===== config.mk =====
export PLATFORM = sky130hd
export DESIGN_NAME = trigger_timestamper
export DESIGN_NICKNAME = d
export VERILOG_FILES = /design/src/rtl/timers_pkg.sv /design/src/rtl/event_fifo.sv /design/src/rtl/trigger_timestamper.sv
export SDC_FILE = /design/constraint.sdc
export NUM_CORES = 1
export LEC_CHECK = 0
export CORE_MARGIN = 4
export CORE_UTILIZATION = 50
export DETAILED_ROUTE_END_ITERATION = 12
export PLACE_DENSITY_LB_ADDON = 0.25
export REMOVE_ABC_BUFFERS = 1
export SYNTH_ARGS = -nofsm -noshare
export SYNTH_HDL_FRONTEND = slang
export SYNTH_SLANG_ARGS = --single-unit

===== constraint.sdc =====
create_clock -name clk -period 6 [get_ports clk]
set_clock_uncertainty 0.2 [all_clocks]
set_input_delay 1.2 -clock clk [delete_from_list [all_inputs] [get_ports clk]]
set_output_delay 1.2 -clock clk [all_outputs]
set_load 0.005 [all_outputs]

===== src/rtl/timers_pkg.sv =====
// Shared types for the trigger timestamping path: event record and drain FSM states.
package timers_pkg;

    // Widest channel index an event can carry; NUMCHANNELS must not exceed MAX_CHANNELS.
    localparam int MAX_CHANNELS = 64;
    localparam int EVT_CH_W     = $clog2(MAX_CHANNELS);

    typedef struct packed {
        logic [EVT_CH_W-1:0] channel;
        logic [31:0]         timestamp;
    } event_t;

    typedef enum logic {
        IDLE  = 1'b0,
        DRAIN = 1'b1
    } fsm_state_t;

endpackage


===== src/rtl/event_fifo.sv =====
// First-word-fall-through event FIFO with synchronous flush and occupancy count.
// A pop frees its slot for a push in the same cycle, even when full.
module event_fifo
    import timers_pkg::*;
#(
    parameter int  DEPTH  = 8,
    parameter type data_t = event_t,
    localparam int AW     = $clog2(DEPTH),
    localparam int CW     = AW + 1
) (
    input  logic          clk,
    input  logic          reset_n,
    input  logic          flush,
    input  logic          push,
    input  data_t         push_data,
    output logic          push_ready,
    input  logic          pop_ready,
    output logic          pop_valid,
    output data_t         pop_data,
    output logic [CW-1:0] count
);

    data_t         mem [DEPTH];
    logic [AW-1:0] wr_ptr;
    logic [AW-1:0] rd_ptr;
    logic          pop;
    logic          do_push;

    assign pop_valid  = (count != '0);
    assign pop        = pop_valid && pop_ready;
    assign push_ready = (count != CW'(DEPTH)) || pop;
    assign do_push    = push && push_ready;
    // Head is forced to zero when empty so stale storage never shows on the outputs.
    assign pop_data   = pop_valid ? mem[rd_ptr] : '0;

    // Pointer and occupancy tracking; flush empties the FIFO in one cycle.
    always_ff @(posedge clk or negedge reset_n) begin
        if (!reset_n) begin
            wr_ptr <= '0;
            rd_ptr <= '0;
            count  <= '0;
        end else if (flush) begin
            wr_ptr <= '0;
            rd_ptr <= '0;
            count  <= '0;
        end else begin
            if (do_push) wr_ptr <= wr_ptr + AW'(1);
            if (pop)     rd_ptr <= rd_ptr + AW'(1);
            count <= count + CW'(do_push) - CW'(pop);
        end
    end

    // Storage write; contents need no reset because the head is gated by pop_valid.
    always_ff @(posedge clk) begin
        if (do_push && !flush) mem[wr_ptr] <= push_data;
    end

endmodule


===== src/rtl/trigger_timestamper.sv =====
// Trigger timestamper: detects rising edges on unmasked channels, snapshots the
// timestamp, and serialises hit channels lowest-index-first into an event FIFO.
//
//   state | meaning
//   IDLE  | waiting for any unmasked rising edge to snapshot
//   DRAIN | writing one pending channel per cycle into the FIFO; new edges are dropped
module trigger_timestamper
    import timers_pkg::*;
#(
    parameter int  NUMCHANNELS = 64,
    parameter int  FIFO_DEPTH  = 8,
    parameter int  DROP_W      = 16,
    localparam int CH_W        = $clog2(NUMCHANNELS),
    localparam int CNT_W       = $clog2(FIFO_DEPTH) + 1
) (
    input  logic                   clk,
    input  logic                   reset_n,
    input  logic [NUMCHANNELS-1:0] trigger_in,
    input  logic [NUMCHANNELS-1:0] channel_mask,
    input  logic [31:0]            timestamp_32b,
    input  logic                   sync_timestamp,
    output logic                   event_valid,
    input  logic                   event_ready,
    output logic [CH_W-1:0]        event_channel,
    output logic [31:0]            event_timestamp,
    output logic [CNT_W-1:0]       fifo_count,
    output logic [DROP_W-1:0]      drop_count
);

    fsm_state_t             state;
    logic [NUMCHANNELS-1:0] trig_q;
    logic [NUMCHANNELS-1:0] rise;
    logic [NUMCHANNELS-1:0] pending;
    logic [NUMCHANNELS-1:0] pending_clr;
    logic [31:0]            ts_snap;
    logic [CH_W-1:0]        enc_idx;
    logic                   push;
    logic                   push_ready;
    logic                   advance;
    event_t                 push_data;
    event_t                 head;

    assign rise        = trigger_in & ~trig_q & ~channel_mask;
    // Clearing the lowest set bit matches the encoder's choice below.
    assign pending_clr = pending & (pending - NUMCHANNELS'(1));
    assign push        = (state == DRAIN) && !sync_timestamp;
    assign advance     = push && push_ready;

    // Lowest set bit of pending; the downward loop leaves the smallest index last.
    always_comb begin
        enc_idx = '0;
        for (int i = NUMCHANNELS - 1; i >= 0; i--) begin
            if (pending[i]) enc_idx = CH_W'(i);
        end
    end

    assign push_data.channel   = EVT_CH_W'(enc_idx);
    assign push_data.timestamp = ts_snap;

    // Trigger history for edge detection; updates even during sync so an edge is seen once.
    always_ff @(posedge clk or negedge reset_n) begin
        if (!reset_n) trig_q <= '0;
        else          trig_q <= trigger_in;
    end

    // Snapshot / drain sequencing; sync overrides everything and discards same-cycle edges.
    always_ff @(posedge clk or negedge reset_n) begin
        if (!reset_n) begin
            state   <= IDLE;
            pending <= '0;
            ts_snap <= '0;
        end else if (sync_timestamp) begin
            state   <= IDLE;
            pending <= '0;
        end else begin
            case (state)
                IDLE: begin
                    if (rise != '0) begin
                        pending <= rise;
                        ts_snap <= timestamp_32b;
                        state   <= DRAIN;
                    end
                end
                DRAIN: begin
                    if (advance) begin
                        pending <= pending_clr;
                        if (pending_clr == '0) state <= IDLE;
                    end
                end
                default: state <= IDLE;
            endcase
        end
    end

    // Saturating count of edge cycles lost while draining.
    always_ff @(posedge clk or negedge reset_n) begin
        if (!reset_n) begin
            drop_count <= '0;
        end else if (sync_timestamp) begin
            drop_count <= '0;
        end else if ((state == DRAIN) && (rise != '0) && (drop_count != '1)) begin
            drop_count <= drop_count + DROP_W'(1);
        end
    end

    event_fifo #(
        .DEPTH  (FIFO_DEPTH),
        .data_t (event_t)
    ) u_event_fifo (
        .clk        (clk),
        .reset_n    (reset_n),
        .flush      (sync_timestamp),
        .push       (push),
        .push_data  (push_data),
        .push_ready (push_ready),
        .pop_ready  (event_ready),
        .pop_valid  (event_valid),
        .pop_data   (head),
        .count      (fifo_count)
    );

    assign event_channel   = CH_W'(head.channel);
    assign event_timestamp = head.timestamp;

endmodule


==> results.toml <==
[critical_path]
path_cells = "buf_4 -> mux4_2 -> mux2i_1 -> nor2_1 -> clkdlybuf4s50_1"
r2r_start = "pending[13]"
worstReg2RegEnd = "state"
critPathLaunchType = "flop"
worstPathArrival_ps = 3380
crit_fanout = 40
critPathKind = "flop to output pin"
critPathRequiredTime_ps = 4600
reg2reg_depth = 8
cp-end-kind = "output pin"
cp_slowest_stage_delay_ps = 970
critPathSlowestCell = "dfrtp_4"
reg2reg_setup_slack_ps = 1690

[grt]
grt_pass1_vias = 13604
grt.total_usage = 0.231
grt_max_degree = 108
antenna_found_initial = 0
overflow = 0
grt_pass1_wl_um = 79700

[logic_synthesis]
postSynthAreaPerCell_um2 = 14.8
yosys_most_used_dff = "edfxtp_1"
netlist-cell-type-count = 64
synth-seq-cells = 491
ys_async_sr_fraction = 0.381
postSynthCellCount = 1407
yosysTopAreaCell = "edfxtp_1"
ys_warn_count = 0
synth.top_cell.area_share = 0.440
synth_edf_count = 304
synth.cell_area_um2 = 20800
synth.area.top_cells = "edfxtp_1 (44%), dfrtp_1 (23%), mux4_2 (8.2%)"
yosysSeqAreaShare = 0.665

[clocking]
cts-root-buf = "clkbuf_16"
cts_setup_buffers = 0
cts_max_level = 2
clkTransAtPathRegs_ps = 60
cts_sinks = 491
cts_tree = "done"
cts_buffers = 50
insertion_delay_ps = 580
clk_path_buf_depth = 3
cts_resized = 0
cts_hold_buf = 0

[sta]
max-slew-margin-rel = 0.211
setup_viol = 0
rsz0062_at_grt = "false"
fin_crit_ps = 4780
fin_hold_ws_ps = 343
fmax_mhz = 209
drv_slew = 0
layout_setup_ws_ps = 1220
fin_crit_sh = 0.796
final_hold_viol_count = 0
tightest_slew_ps = 1180

[pwr]
p_per_area_nw_per_um2 = 371
p_leak_nw = 9.11
peakVddDrop_v = 0.000219

[flow_run]
maxCapViolCount = 0

[min_path]
hold_depth = 3
min_path_type = "flop to flop"
hold_start = "trig_q[43]"
holdPathEnd = "pending[43]"

[placed_design]
routabilityCongestion = 0.947
pre_cts_slack_ps = 1020
dp_hpwl_um = 32700
place_area_um2 = 23600
portBuffers = 222

[final_layout]
final_nets = 1801
n_antenna_cell = 0
drive_above_1_share = 0.144
final_core_util = 0.618
fillers = 3077
area_growth_pct = 21.7
final_area_um2 = 25300

[floorplan]
initial_core_util = 0.507
row_count = 74
ios = 223
die_y_um = 212
die_w_um = 212
dieArea_um2 = 44900
core-area_um2 = 40900

[routing]
dr.pass1.iters = 6
drc = 0
drt_iter0_drc = 1077
wl_per_cell_um = 23.6
antenna_left = 0
vias_per_cell = 5.99
num_vias = 13173
drt-total-wl_um = 52000

[outcome]
outcome = "finished clean"
## cells by family after synthesis
family,share of synthesized area
DFF,0.665
and+or+nand+nor,0.110
AOI/OAI and AO/OA,0.0686
muxes,0.120
buffers and inverters,0.0199
xor gates and xnor gates,0.00886
adders and majority gates,0.00783
## cells in the final DEF, fill, tap and decap left out, types with 16 or more instances in the layout
cell type and instances:
nor2_1 112, dfrtp_1 184, nor4_1 41, nand3_1 16, mux4_2 76, mux2_2 32, a22o_1 51, nor3b_1 66
mux2i_1 42, inv_1 28, nand2_1 74, nor3_1 25, o21ai_0 70, edfxtp_1 304, clkdlybuf4s50_1 221, clkbuf_16 50
buf_4 24, a21oi_1 27
## sequential cells by signal, summed over array words and instances (netlist names)
name                 flops
u_event_fifo.count       4
drop_count              16
u_event_fifo.mem       304
state                    1
ts_snap                 32
u_event_fifo.wr_ptr      3
trig_q                  64
pending                 64
u_event_fifo.rd_ptr      3
## cell usage after synthesis (8+ instances only)
library cell  count
a21oi_1          28
a22o_1           51
a31oi_1           9
and3_1           13
buf_1             8
clkbuf_1         66
dfrtp_1         187
edfxtp_1        304
ha_1              9
inv_1            28
mux2_2           32
mux2i_1          42
mux4_2           76
nand2_1          74
nand2b_1         10
nand3_1          16
nand4_1          12
nor2_1          113
nor3_1           28
nor3b_1          68
nor4_1           42
o21ai_0          70
xnor2_1          13
xor2_1            8
## power by group
part,leakage [nW],internal (mW),switching (mW),total (mW)
logic,3.18,1.09,0.915,2.00
clock network,0.818,1.83,1.31,3.14
registers,5.12,3.91,0.307,4.22
total,9.11,6.83,2.54,9.37
## per-layer routing
| metal | routed length, um | vias up | GRT usage |
|---|---|---|---|
| li1 | - | 5893 | - |
| met1 | 21400 | 6678 | 0.315 |
| met2 | 25800 | 499 | 0.383 |
| met3 | 3180 | 103 | 0.0412 |
| met4 | 1670 | 0 | 0.0729 |
| met5 | 0 | - | 0 |
## worst max-delay path by stage
stage,start,end,slack (ps),cells after the start
2_1_floorplan,channel_mask[13],ts_snap[0],-1480,6
3_3_place_gp,trigger_in[5],pending[34],1090,11
3_5_place_dp,trigger_in[5],pending[45],1020,11
4_1_cts,u_event_fifo.rd_ptr[0],event_timestamp[9],1100,5
5_1_grt,u_event_fifo.rd_ptr[0],event_timestamp[9],920,5
6_report,u_event_fifo.rd_ptr[0],event_timestamp[9],1220,5
## worst max-delay path: cells and delay by family (launching register included)
family	cells	cell delay, ps
flip-flops	1	970
buffers and inverters	2	900
multiplexers	2	820
AND/OR/NAND/NOR	1	70
## layout make-up
cell class	instances	area (um^2)	share of cell area
inverters	28	105	0.00416
repair buffers	247	2430	0.0960
clock buffers	68	1370	0.0542
multi-input cells	809	6600	0.261
well taps	532	666	0.0263
flip-flops and latches	491	13800	0.547
clock inverters	25	290	0.0115
## metrics by stage
stage,power (mW),cells,setup TNS (ps)
2_1_floorplan,5.38,1328,-245020
3_3_place_gp,6.27,2107,0
3_5_place_dp,6.32,2107,0
4_1_cts,9.46,2200,0
5_1_grt,9.79,2200,0
6_report,9.37,2200,0
No activity file was read; power rests on OpenSTA's default activity.
